[config.mk]
export PLATFORM = sky130hd
export DESIGN_NAME = cache_arbiter_flat
export DESIGN_NICKNAME = d
export VERILOG_FILES = /design/src/rtl/cache_arbiter_if.sv /design/src/rtl/cache_arbiter.sv /design/src/flat_wrapper.sv
export SDC_FILE = /design/constraint.sdc
export NUM_CORES = 1
export LEC_CHECK = 0
export BUFFER_PORTS_ARGS = -buffer_cell sky130_fd_sc_hd__buf_4
export CAP_MARGIN = 20
export CORE_AREA = 2 2 543 545
export CTS_CLUSTER_SIZE = 14
export DETAILED_ROUTE_END_ITERATION = 12
export DIE_AREA = 0 0 545 547
export HOLD_SLACK_MARGIN = 0.12
export PLACE_DENSITY = 0.33
export RECOVER_POWER = 50
export SLEW_MARGIN = 20
export SYNTH_ARGS = -nofsm -noshare
export SYNTH_HDL_FRONTEND = slang
export SYNTH_SLANG_ARGS = --single-unit
[constraint.sdc]
create_clock -name clk -period 3.15 [get_ports clk]
set_input_delay 0.7875 -clock clk [delete_from_list [all_inputs] [get_ports clk]]
set_output_delay 0.7875 -clock clk [all_outputs]
set_load 0.01 [all_outputs]
[src/rtl/cache_arbiter_if.sv]
// rtl/cache_arbiter_if.sv - icache/dcache/memory line bus bundle for cache_arbiter
interface cache_arbiter_if #(
  parameter int s_line = 256
);
  logic              i_read;
  logic [31:0]       i_addr;
  logic [s_line-1:0] i_rdata;
  logic              i_resp;

  logic              d_read;
  logic              d_write;
  logic [31:0]       d_addr;
  logic [s_line-1:0] d_wdata;
  logic [s_line-1:0] d_rdata;
  logic              d_resp;

  logic              mem_read;
  logic              mem_write;
  logic [31:0]       mem_addr;
  logic [s_line-1:0] mem_wdata;
  logic [s_line-1:0] mem_rdata;
  logic              mem_resp;

  modport master (
    input  i_read, i_addr, d_read, d_write, d_addr, d_wdata, mem_rdata, mem_resp,
    output i_rdata, i_resp, d_rdata, d_resp, mem_read, mem_write, mem_addr, mem_wdata
  );

  modport slave (
    output i_read, i_addr, d_read, d_write, d_addr, d_wdata, mem_rdata, mem_resp,
    input  i_rdata, i_resp, d_rdata, d_resp, mem_read, mem_write, mem_addr, mem_wdata
  );
endinterface

[src/rtl/cache_arbiter.sv]
// rtl/cache_arbiter.sv - round-robin arbiter sharing one line memory port between icache and dcache
module cache_arbiter #(
  parameter int s_line  = 256,
  parameter int TIMEOUT = 1024
) (
  input  logic             clk,
  input  logic             rst,
  cache_arbiter_if.master  bus,
  output logic             timeout_err
);
  typedef enum logic [1:0] {IDLE, SERVE_I, SERVE_D, DONE} state_t;

  localparam logic [31:0] TIMEOUT_W = 32'(TIMEOUT);

  state_t            state, state_nxt;
  logic              i_req, d_req, grant_i, grant_d;
  logic              last_d;
  logic [31:0]       wd_cnt;
  logic [31:0]       wd_inc;
  logic [s_line-1:0] i_rdata_q, d_rdata_q;

  assign i_req   = bus.i_read;
  assign d_req   = bus.d_read | bus.d_write;
  // On contention the side that did not win last time goes first.
  assign grant_i = i_req & (~d_req | last_d);
  assign grant_d = d_req & ~grant_i;
  assign wd_inc  = (wd_cnt == 32'hFFFF_FFFF) ? wd_cnt : wd_cnt + 32'd1;

  always_ff @(posedge clk or negedge rst) begin
    if (!rst) state <= IDLE;
    else      state <= state_nxt;
  end

  always_comb begin
    state_nxt = state;
    case (state)
      IDLE: begin
        if (grant_i)      state_nxt = SERVE_I;
        else if (grant_d) state_nxt = SERVE_D;
      end
      SERVE_I, SERVE_D: if (bus.mem_resp) state_nxt = DONE;
      DONE:    state_nxt = IDLE;
      default: state_nxt = IDLE;
    endcase
  end

  // Response data is forwarded in the mem_resp cycle and also kept for later reads.
  always_comb begin
    bus.i_resp  = 1'b0;
    bus.d_resp  = 1'b0;
    bus.i_rdata = i_rdata_q;
    bus.d_rdata = d_rdata_q;
    if (state == SERVE_I && bus.mem_resp) begin
      bus.i_resp  = 1'b1;
      bus.i_rdata = bus.mem_rdata;
    end
    if (state == SERVE_D && bus.mem_resp) begin
      bus.d_resp  = 1'b1;
      bus.d_rdata = bus.mem_rdata;
    end
  end

  always_ff @(posedge clk or negedge rst) begin
    if (!rst) begin
      bus.mem_read  <= 1'b0;
      bus.mem_write <= 1'b0;
      bus.mem_addr  <= '0;
      bus.mem_wdata <= '0;
      i_rdata_q     <= '0;
      d_rdata_q     <= '0;
      last_d        <= 1'b1;
      wd_cnt        <= '0;
      timeout_err   <= 1'b0;
    end else begin
      case (state)
        IDLE: begin
          if (grant_i) begin
            bus.mem_read  <= 1'b1;
            bus.mem_write <= 1'b0;
            bus.mem_addr  <= bus.i_addr;
            bus.mem_wdata <= '0;
            last_d        <= 1'b0;
            wd_cnt        <= '0;
          end else if (grant_d) begin
            // A simultaneous read+write from the dcache is a writeback.
            bus.mem_read  <= ~bus.d_write;
            bus.mem_write <= bus.d_write;
            bus.mem_addr  <= bus.d_addr;
            bus.mem_wdata <= bus.d_wdata;
            last_d        <= 1'b1;
            wd_cnt        <= '0;
          end
        end
        SERVE_I, SERVE_D: begin
          if (bus.mem_resp) begin
            bus.mem_read  <= 1'b0;
            bus.mem_write <= 1'b0;
            if (state == SERVE_I) i_rdata_q <= bus.mem_rdata;
            else                  d_rdata_q <= bus.mem_rdata;
          end else begin
            wd_cnt <= wd_inc;
            if (TIMEOUT_W != 32'd0 && wd_inc == TIMEOUT_W) timeout_err <= 1'b1;
          end
        end
        default: ;
      endcase
    end
  end
endmodule

[src/flat_wrapper.sv]
// flat-port wrapper written by rule: the top's interface ports become plain ports
module cache_arbiter_flat 
#(
  parameter int s_line  = 256,
  parameter int TIMEOUT = 1024
)
  (clk, rst, timeout_err, bus_i_read, bus_i_addr, bus_d_read, bus_d_write, bus_d_addr, bus_d_wdata, bus_mem_rdata, bus_mem_resp, bus_i_rdata, bus_i_resp, bus_d_rdata, bus_d_resp, bus_mem_read, bus_mem_write, bus_mem_addr, bus_mem_wdata);
  cache_arbiter_if #(.s_line(s_line)) bus_i ();
  input  logic clk;
  input  logic rst;
  output logic timeout_err;
  input wire logic [$bits(bus_i.i_read)-1:0] bus_i_read;
  input wire logic [$bits(bus_i.i_addr)-1:0] bus_i_addr;
  input wire logic [$bits(bus_i.d_read)-1:0] bus_d_read;
  input wire logic [$bits(bus_i.d_write)-1:0] bus_d_write;
  input wire logic [$bits(bus_i.d_addr)-1:0] bus_d_addr;
  input wire logic [$bits(bus_i.d_wdata)-1:0] bus_d_wdata;
  input wire logic [$bits(bus_i.mem_rdata)-1:0] bus_mem_rdata;
  input wire logic [$bits(bus_i.mem_resp)-1:0] bus_mem_resp;
  output wire logic [$bits(bus_i.i_rdata)-1:0] bus_i_rdata;
  output wire logic [$bits(bus_i.i_resp)-1:0] bus_i_resp;
  output wire logic [$bits(bus_i.d_rdata)-1:0] bus_d_rdata;
  output wire logic [$bits(bus_i.d_resp)-1:0] bus_d_resp;
  output wire logic [$bits(bus_i.mem_read)-1:0] bus_mem_read;
  output wire logic [$bits(bus_i.mem_write)-1:0] bus_mem_write;
  output wire logic [$bits(bus_i.mem_addr)-1:0] bus_mem_addr;
  output wire logic [$bits(bus_i.mem_wdata)-1:0] bus_mem_wdata;
  assign bus_i.i_read = bus_i_read;
  assign bus_i.i_addr = bus_i_addr;
  assign bus_i.d_read = bus_d_read;
  assign bus_i.d_write = bus_d_write;
  assign bus_i.d_addr = bus_d_addr;
  assign bus_i.d_wdata = bus_d_wdata;
  assign bus_i.mem_rdata = bus_mem_rdata;
  assign bus_i.mem_resp = bus_mem_resp;
  assign bus_i_rdata = bus_i.i_rdata;
  assign bus_i_resp = bus_i.i_resp;
  assign bus_d_rdata = bus_i.d_rdata;
  assign bus_d_resp = bus_i.d_resp;
  assign bus_mem_read = bus_i.mem_read;
  assign bus_mem_write = bus_i.mem_write;
  assign bus_mem_addr = bus_i.mem_addr;
  assign bus_mem_wdata = bus_i.mem_wdata;
  cache_arbiter #(.s_line(s_line), .TIMEOUT(TIMEOUT)) u_core (.clk(clk), .rst(rst), .bus(bus_i), .timeout_err(timeout_err));
endmodule
## Yosys cells after proc, flatten, opt, wreduce, memory -nomap -nowiden

Cells that the tools add are included.

| operators by class | value |
|---|---|
| add/sub/neg operators | 1 |
| multipliers | 0 |
| divide/modulo/power cells | 0 |
| $lt $le $gt $ge | 0 |
| equal/unequal tests | 8 |
| shifts and indexed selects | 0 |
| mux-type cells | 26 |
| bitwise operators | 9 |
| reduce and logical (&&, ||, !) cells | 13 |

Operators with widths:

| operator | number |
|---|---|
| $mux W256 | 4 |
| $mux W32 | 6 |
| $pmux W32 S2 | 1 |
| $add A32 B1 Y32 const B | 1 |
| $eq A32 B11 Y1 const B | 1 |
| $eq A32 B32 Y1 const B | 1 |
| $reduce_and A3 Y1 | 5 |
| $mux W1 | 9 |
| $mux W2 | 3 |
| $pmux W2 S3 | 1 |
| $not A1 Y1 | 5 |
| $eq A2 B2 Y1 const B | 2 |
| $ne A2 B2 Y1 const B | 2 |
| $pmux W1 S2 | 2 |
| $reduce_and A2 Y1 | 2 |
| $reduce_bool A2 Y1 | 2 |
| $ne A3 B1 Y1 const B | 1 |
| $and A1 B1 Y1 | 2 |
| $eq A2 B1 Y1 const B | 1 |
| $logic_and A1 B1 Y1 | 2 |
| $logic_not A2 Y1 | 1 |
| $or A1 B1 Y1 | 2 |
| $reduce_or A2 Y1 | 1 |

| word-level totals | value |
|---|---|
| register bits after elaboration | 838 |
| latch bits | 0 |
| RAM bits | 0 |
| ROM bits | 0 |
| bits of input ports | 582 |
| memories | 0 |

## Longest topological paths before layout

Gate-level depths: netlist of the first run.

| logic depth | value |
|---|---|
| depth in word-level cells | 9 |
| depth in mapped cells | 10 |
| mapped depth without buffers | 8 |

## Worst setup path before layout of the first run

OpenSTA, ideal clock, no wires.

| timing path | value |
|---|---|
| kind | in2out |
| from | in bus_mem_resp |
| to | out bus_d_rdata[246] |
| arrival time | 2.433 ns |
| data required time | 2.362 ns |
| slack | -0.070 ns |
| stages | 6 |
| path buffers | 4 |
| path through | clkbuf_1 > and2_1 > clkbuf_1 > clkbuf_1 > buf_1 > mux2_2 |

| between the ends | value |
|---|---|
| word-level cells in the longest chain between the ends | 2 |

Ends and longest elaborated chain:

| item | RTL line | text |
|---|---|---|
| start: declaration | flat_wrapper.sv:19 | `input wire logic [$bits(bus_i.mem_resp)-1:0] bus_mem_resp;` |
| $logic_and A1 B1 Y1 | cache_arbiter.sv:57 | `if (state == SERVE_D && bus.mem_resp) begin` |
| $mux W256 | cache_arbiter.sv:57 |  |
| end: declaration | flat_wrapper.sv:22 | `output wire logic [$bits(bus_i.d_rdata)-1:0] bus_d_rdata;` |

No other way between the ends.

## Worst setup path after layout of the first run

| timing path | value |
|---|---|
| from | reg u_core.state[1] |
| to | out bus_d_rdata[203] |

| between the ends | value |
|---|---|
| word-level cells in the longest chain between the ends | 3 |

Ends and longest elaborated chain:

| item | RTL line | text |
|---|---|---|
| start: declaration | cache_arbiter.sv:15 | `state_t state, state_nxt;` |
| start signal: assignment | cache_arbiter.sv:31 | `else state <= state_nxt;` |
| $eq A2 B2 Y1 | cache_arbiter.sv:57 |  |
| $logic_and A1 B1 Y1 | cache_arbiter.sv:57 |  |
| $mux W256 | cache_arbiter.sv:57 |  |

No other way between the ends.

==> results of run 1 <==
-- worst max-delay path: stages, from the launching register on --
cell     delay [ns]
dfrtp_2        0.44
ha_4           0.16
and2_4         0.17
buf_6          0.12
buf_16         0.14
buf_12         0.20
buf_16         0.15
mux2_4         0.31
buf_6          0.14
-- through the flow --
step | util, % | area (µm²) | hold WS, ns | cells | worst slack, ns
2_1_floorplan | - | 37900 | 0.474 | 2709 | -0.00724
3_3_place_gp | 18.4 | 53900 | 0.468 | 7955 | -0.0417
3_5_place_dp | 18.4 | 53900 | 0.471 | 7955 | -0.0298
4_1_cts | 21.6 | 63200 | 0.121 | 8483 | -0.542
5_1_grt | 22.3 | 65200 | 0.144 | 8491 | -0.452
6_report | 22.3 | 65200 | 0.222 | 8511 | -0.342
-- per-layer routing --
layer  track usage (%)  up-vias  share of wire [%]
met5                 0        -               0.19
met4              3.43       66                2.8
met3              4.88      313                8.8
met2              23.1     1218                 48
met1              16.5    15600                 40
li1                  -    13700                  -
-- power by group through the flow --
stage	clock network [mW]	logic, mW	registers, mW
after floorplan	0	15.4	18.6
after global placement	0	32.8	18.8
after detailed placement	0	32.8	18.8
after CTS	14.1	36.6	18.7
after global routing	14.5	41.0	19.5
final	13.5	38.9	18.9
-- kinds of logic after synthesis --
family / synth area share, %
AOI/OAI and AO/OA: 8.36
adders and majority gates: 0.165
muxes: 31.3
DFF: 55.3
buffers and inverters: 2.20
and+or+nand+nor: 2.35
xor gates and xnor gates: 0.254
-- synth_stat cells, types with 4 or more instances --
cell type / instances / share of area [%]
and4_1: 4 / 0.092
a31oi_1: 14 / 0.23
nand2_1: 79 / 0.78
nor3_1: 8 / 0.11
nand4_1: 17 / 0.28
buf_4: 4 / 0.079
ha_1: 5 / 0.17
mux2i_1: 34 / 0.90
a21oi_1: 18 / 0.24
clkbuf_1: 180 / 1.8
nor2_1: 27 / 0.27
buf_2: 8 / 0.11
inv_1: 8 / 0.079
o21ai_0: 71 / 0.94
and3_1: 9 / 0.15
buf_1: 12 / 0.12
dfrtp_1: 837 / 55
a22o_1: 261 / 6.0
mux2_2: 1025 / 30
xnor2_1: 8 / 0.18
nand3_1: 13 / 0.17
or3_1: 5 / 0.083
o31ai_1: 5 / 0.099
-- registers in the layout (all words and copies together), names as in the netlist --
signal	cells
u_core.d_rdata_q	256
u_core.last_d	1
u_core.i_rdata_q	256
u_core.bus.mem_write	1
u_core.state	2
u_core.bus.mem_read	1
u_core.bus.mem_wdata	256
u_core.bus.mem_addr	32
u_core.wd_cnt	32
u_core.timeout_err	1
-- cell type report --
| class | instances | area, µm² | share of cell area (%) |
|---|---|---|---|
| Clock inverter | 30 | 414 | 0.635 |
| Multi-Input combinational cell | 1658 | 17700 | 27.2 |
| Timing Repair Buffer | 1857 | 17700 | 27.1 |
| Antenna cell | 29 | 72.6 | 0.111 |
| Inverter | 8 | 30.0 | 0.0460 |
| Tap cell | 3919 | 4900 | 7.52 |
| Sequential cell | 838 | 21000 | 32.2 |
| Clock buffer | 172 | 3390 | 5.20 |
-- how the worst min path moves through the flow --
stage | end | slack (ns)
finish | u_core.bus.mem_wdata[200] | 0.22
global route | u_core.d_rdata_q[25] | 0.14
CTS | u_core.bus.mem_wdata[220] | 0.12
detailed placement | u_core.bus.mem_addr[12] | 0.47
global placement | u_core.bus.mem_addr[12] | 0.47
floorplan | u_core.i_rdata_q[0] | 0.47
-- what timing repair did --
| item | CTS | global route |
|---|---|---|
| resized for setup | 376 | 626 |
| hold buffers | 242 | 0 |
| pin swaps | 1 | 2 |
| cloned | 36 | 9 |
| endpoints found under the hold margin | 280 | 0 |
| buffers inserted | 48 | 14 |
| setup endpoints to repair | 514 | 515 |
==> metrics.md, run 1 <==
| Metric | Value |
|---|---|
| Root Buffer | clkbuf_16 |
| R2R depth | 9 |
| Asr flop ratio synth | 100% |
| RSZ-0062 raised after global routing | yes |
| Path type of the worst min-delay path | in2reg |
| Vias in the first global route | 32200 |
| Fin worst setup slack | -0.342 ns |
| Sw Share | 36.0% |
| Clock Skew | ~0.064 ns |
| Drc violations | 0 |
| 1st-pass router iterations | 7 |
| CTS sink cnt | 838 |
| H-tree levels | 3 |
| # setup viols final | 512 |
| FF-to-FF Start | u_core.wd_cnt[0] |
| Critical Path Source | u_core.state[1] |
| Peak VDD IR | 0.525 mV |
| Initial antenna violation count | 96 |
| CTS tree | built |
| Netlist cell types | 60 |
| Die W | 545 µm |
| Power Total | between 70 and 80 mW |
| Gate power share | about 55% |
| Final hold vios | 0 |
| Core area | approximately 290000 µm² |
| # fillers | 31400 |
| CP max FO | 7 |
| Final #Nets | a little over 5000 |
| Initial DRC count | 1584 |
| Post-DR wirelength/cell | 25.2 µm |
| Critical path startpoint category | register |
| Upper clock frequency limit | between 200 and 300 MHz |
| R2r setup slk | just over 0.3 ns |
| Least-Margin Pin Slew | around 1.5 ns |
| Commonest non-fill, non-tap cell in the layout | buf_4 |
| Pint | 45.6 mW |
| Setup TNS | -98.00 ns |
| Status | complete, but fails checks |
| Final period util | 111% |
| Commonest non-fill, non-tap cells in the layout | 1054 x buf_4, 836 x dfrtp_1, 608 x mux2_2 |
| Cts bufs inserted | between 100 and 150 |
| Warnings from Yosys | 0 |
| Area growth, synth to finish | 72.0% |
| Mapped cell area | about 38000 µm² |
| Pwr per Cell Area | 1090 nW/µm² |
| Worst hold start | bus_d_wdata[200] |
| Ys flop type | dfrtp_1 |
| Sequential area share after synthesis | 55.3% |
| Post-synth EDFFs | 0 |
| Reg2reg end | u_core.timeout_err |
| Failing checks | capacitance limit, slew limit, setup timing |
| Net Switching | 25.6 mW |
| WHS Path Cells | 2 |
| Setup crit end | bus_d_rdata[203] |
| Gp weighted congestion | 0.925 |
| Die area | 298000 µm² |
| MaxCap Viol Count | 1 |
| First-pass GRT wire length | 286000 µm |
| Final antenna-violating net count | 0 |
| Worst EP arrival | 2.70 ns |
| Final wirelength | 215000 µm |
| Critical path endpoint category | primary output |
| Largest net degree at the start of global routing | 118 |
| Worst-Skew Late Latency | ~0.84 ns |
| Post-synthesis cell count | 2709 |
| Max clock buf depth | 4 |
| Post-synth net total | approximately 3300 |
| # port buffers | between 1000 and 1500 |
| GR Util All Layers | between 10% and 20% |
| Site Rows | between 150 and 200 |
| FF+latch count, synth | roughly 840 |
| Crit Path Category | reg2out |
| Starting Density | 13.0% |
| Ratio of cells with drive above 1 in the final layout | 62.1% |
| Grt total ovfl | 0 |
| Vias per inst | ~3.6 |
| Clock-pin slew on the worst setup and hold paths | roughly 0.070 ns |
| Final Max Slew Viols | 44 |
| IO Pins | between 1000 and 1500 |
| Critical Path RT | about 2.4 ns |
| Clk pwr share | around a fifth |
| Syn Area/Cell | 14.0 µm² |
| Reg power frac | 26.5% |
| Rel. slew slack | -1.87% |
| Chip Height | approximately 550 µm |
| P_leak | 29.9 nW |
| Period minus WS final | 3.49 ns |
| Hpwl dp | 162000 µm |
| DR vias | 30800 |
Note: power is estimated with default switching activity, not from simulation.
==> run 2, diff against run 1 <==
--- a/config.mk
+++ b/config.mk
@@ -11,6 +11,7 @@
 export CTS_CLUSTER_SIZE = 14
 export DETAILED_ROUTE_END_ITERATION = 12
 export DIE_AREA = 0 0 545 547
+export GPL_TIMING_DRIVEN = 0
 export HOLD_SLACK_MARGIN = 0.12
 export PLACE_DENSITY = 0.33
 export RECOVER_POWER = 50
==> run 2 against run 1 <==
Compared with the run above: the run still ends with capacitance limit, slew limit, setup timing left; cell count grew 1.8%; fmax fell by 2.4%; total power decreased by 4.2%; via count increased by 1.6%; count of clock-buffer cells in the layout is 1 higher; combinational power shrank 6.7%; setup slack worse by 0.087 ns; first-iteration DRC count shrank 6.9%; utilization is 0.67 points lower; clock power hardly changed; final area fell by 3.0%; sequential cell count unchanged.
==> metrics.md, run 2 (same netlist as run 1, synthesis figures left out) <==
| Metric | Value |
|---|---|
| WHS Path Cells | 2 (unchanged) |
| Site Rows | 199 (unchanged) |
| Dpl ws | -1.75 ns (-1.72 ns) |
| Commonest non-fill, non-tap cell in the layout | buf_4 |
| Final Max Slew Viols | 106 (+140%) |
| Status | complete, but fails checks |
| Commonest non-fill, non-tap cells in the layout | 1298 x buf_4, 917 x mux2_2, 835 x dfrtp_1 |
| Final #Nets | 5188 (+2.4%) |
| Fin worst setup slack | -0.430 ns (-0.0873 ns) |
| Gp weighted congestion | 0.908 (-1.8%) |
| Vias per inst | 3.62 (-0.12%) |
| P_leak | 28.2 nW (-5.6%) |
| Critical path endpoint category | primary output |
| Cts bufs inserted | 117 (+1.7%) |
| Root Buffer | clkbuf_16 |
| MaxCap Viol Count | 1 (unchanged) |
| Largest net degree at the start of global routing | 116 (-1.7%) |
| Die W | 545 µm (unchanged) |
| IO Pins | 1387 (unchanged) |
| Critical path startpoint category | register |
| Fin area | 63300 µm² (-3.0%) |
| Hold EP | u_core.bus.mem_wdata[68] |
| Ratio of cells with drive above 1 in the final layout | 58.8% (-3.3 points) |
| Die area | 298000 µm² (unchanged) |
| Worst hold start | bus_d_wdata[68] |
| Initial antenna violation count | 113 (+18%) |
| # setup viols final | 817 (+60%) |
| 1st-pass router iterations | 5 (-2) |
| Worst EP arrival | 2.79 ns (+0.09 ns) |
| Peak VDD IR | 0.486 mV (-7.4%) |
| Worst-Skew Late Latency | 0.84 ns (about the same) |
| Grt total ovfl | 0 (unchanged) |
| FF-to-FF Start | u_core.state[0] |
| Hpwl dp | 180000 µm (+11%) |
| Core area | 293000 µm² (unchanged) |
| Post-DR wirelength/cell | 26.2 µm (+3.8%) |
| Least-Margin Pin Slew | 1.71 ns (+0.184 ns) |
| GR Util All Layers | 14.6% (+0.90 points) |
| Drc violations | 0 (unchanged) |
| Clock-pin slew on the worst setup and hold paths | 0.06 ns (about the same) |
| # fillers | 31800 (+1.3%) |
| Critical Path Source | u_core.state[0] |
| CP max FO | 6 (-1) |
| Max clock buf depth | 4 (unchanged) |
| Critical Path RT | 2.36 ns (about the same) |
| Final period util | 114% (+2.8 points) |
| CTS tree | built |
| # port buffers | 1385 (-0.072%) |
| Period minus WS final | 3.58 ns (+0.0873 ns) |
| Failing checks | capacitance limit, slew limit, setup timing |
| Final wirelength | 227000 µm (+5.6%) |
| DP Area | 53600 µm² (-0.67%) |
| Hold_ws | 0.210 ns (-0.0122 ns) |
| Rel. slew slack | -14.2% (-12 points) |
| DR vias | 31300 (+1.6%) |
| Clock Skew | 0.0657 ns (+0.00130 ns) |
| Upper clock frequency limit | 279 MHz (-2.4%) |
| First-pass GRT wire length | 301000 µm (+5.4%) |
| R2R depth | 6 (-3) |
| Area growth, synth to finish | 66.9% |
| Chip Height | 547 µm (unchanged) |
| Pwr per Cell Area | 1080 nW/µm² (-1.3%) |
| Reg2reg end | u_core.i_rdata_q[162] |
| Path type of the worst min-delay path | in2reg |
| CTS sink cnt | 838 (unchanged) |
| Final hold vios | 0 (unchanged) |
| Biggest regs | u_core.bus.mem_wdata (256), u_core.d_rdata_q (256), u_core.i_rdata_q (256) |
| Starting Density | 13.0% (unchanged) |
| Crit Path Category | reg2out |
| RSZ-0062 raised after global routing | yes |
| Final antenna-violating net count | 0 (unchanged) |
| Initial DRC count | 1475 (-6.9%) |
| H-tree levels | 3 (unchanged) |
| Vias in the first global route | 33000 (+2.3%) |
| Power Total | 68.2 mW (-4.2%) |
| R2r setup slk | -0.33 ns (-0.64 ns) |
[run 2: worst max-delay path by stage]
stage                                  to  slack, ns  cells after the start
floorplan                bus_d_rdata[226]     -0.007                      6
global placement    u_core.d_rdata_q[171]     -10.64                      1
detailed placement       bus_d_rdata[245]      -1.75                      7
CTS                       bus_d_rdata[86]      -0.66                      9
global route              bus_d_rdata[86]      -0.60                      8
finish                    bus_d_rdata[86]      -0.43                      8
[run 2: layout make-up]
| type | count | area [µm²] | area share, % |
|---|---|---|---|
| tap | 3919 | 4900 | 7.75 |
| clock buffer | 173 | 3410 | 5.39 |
| clock inverter | 34 | 374 | 0.591 |
| multi-input combinational | 1658 | 16600 | 26.2 |
| inverter | 8 | 30.0 | 0.0475 |
| timing repair buffer | 1777 | 15200 | 24.1 |
| buffer | 201 | 1640 | 2.60 |
| antenna | 53 | 133 | 0.210 |
| sequential | 838 | 21000 | 33.2 |
[run 2: repair_timing]
action / 4_1_cts / 5_1_grt
hold endpoints to repair: 501 / 0
cloned: 18 / 6
endpoints found under the setup margin: 1260 / 1236
hold buffers: 334 / 0
setup buffers: 14 / 7
gates resized for setup: 331 / 167
[run 2: per-layer routing]
metal,global-route usage [%],vias up,routed length [µm]
met5,0,-,395
met1,16.8,15800,89000
met3,5.59,296,20200
met2,25.2,1196,111000
met4,3.79,62,6190
li1,-,14000,-
[run 2: power breakdown]
group          switching, mW  internal [mW]
Clock                   5.55           7.85
Combinational           17.8           18.4
Sequential              2.61           15.9
[run 2: worst max-delay path: stages, from the launching register on]
cell and delay (ns):
dfrtp_2 0.44, inv_2 0.09, ha_4 0.12, and2_4 0.24
clkbuf_16 0.22, buf_16 0.17, clkbuf_16 0.18, mux2_4 0.35
buf_6 0.15
[run 2: through the flow]
stage | TNS (ns) | utilization [%] | std cells
5_1_grt | -389.32 | 21.6 | 8633
2_1_floorplan | -0.145 | - | 2709
3_3_place_gp | - | 18.2 | 8013
4_1_cts | -467.96 | 21.4 | 8598
6_report | -184.21 | 21.6 | 8661
3_5_place_dp | -1063.54 | 18.3 | 8025
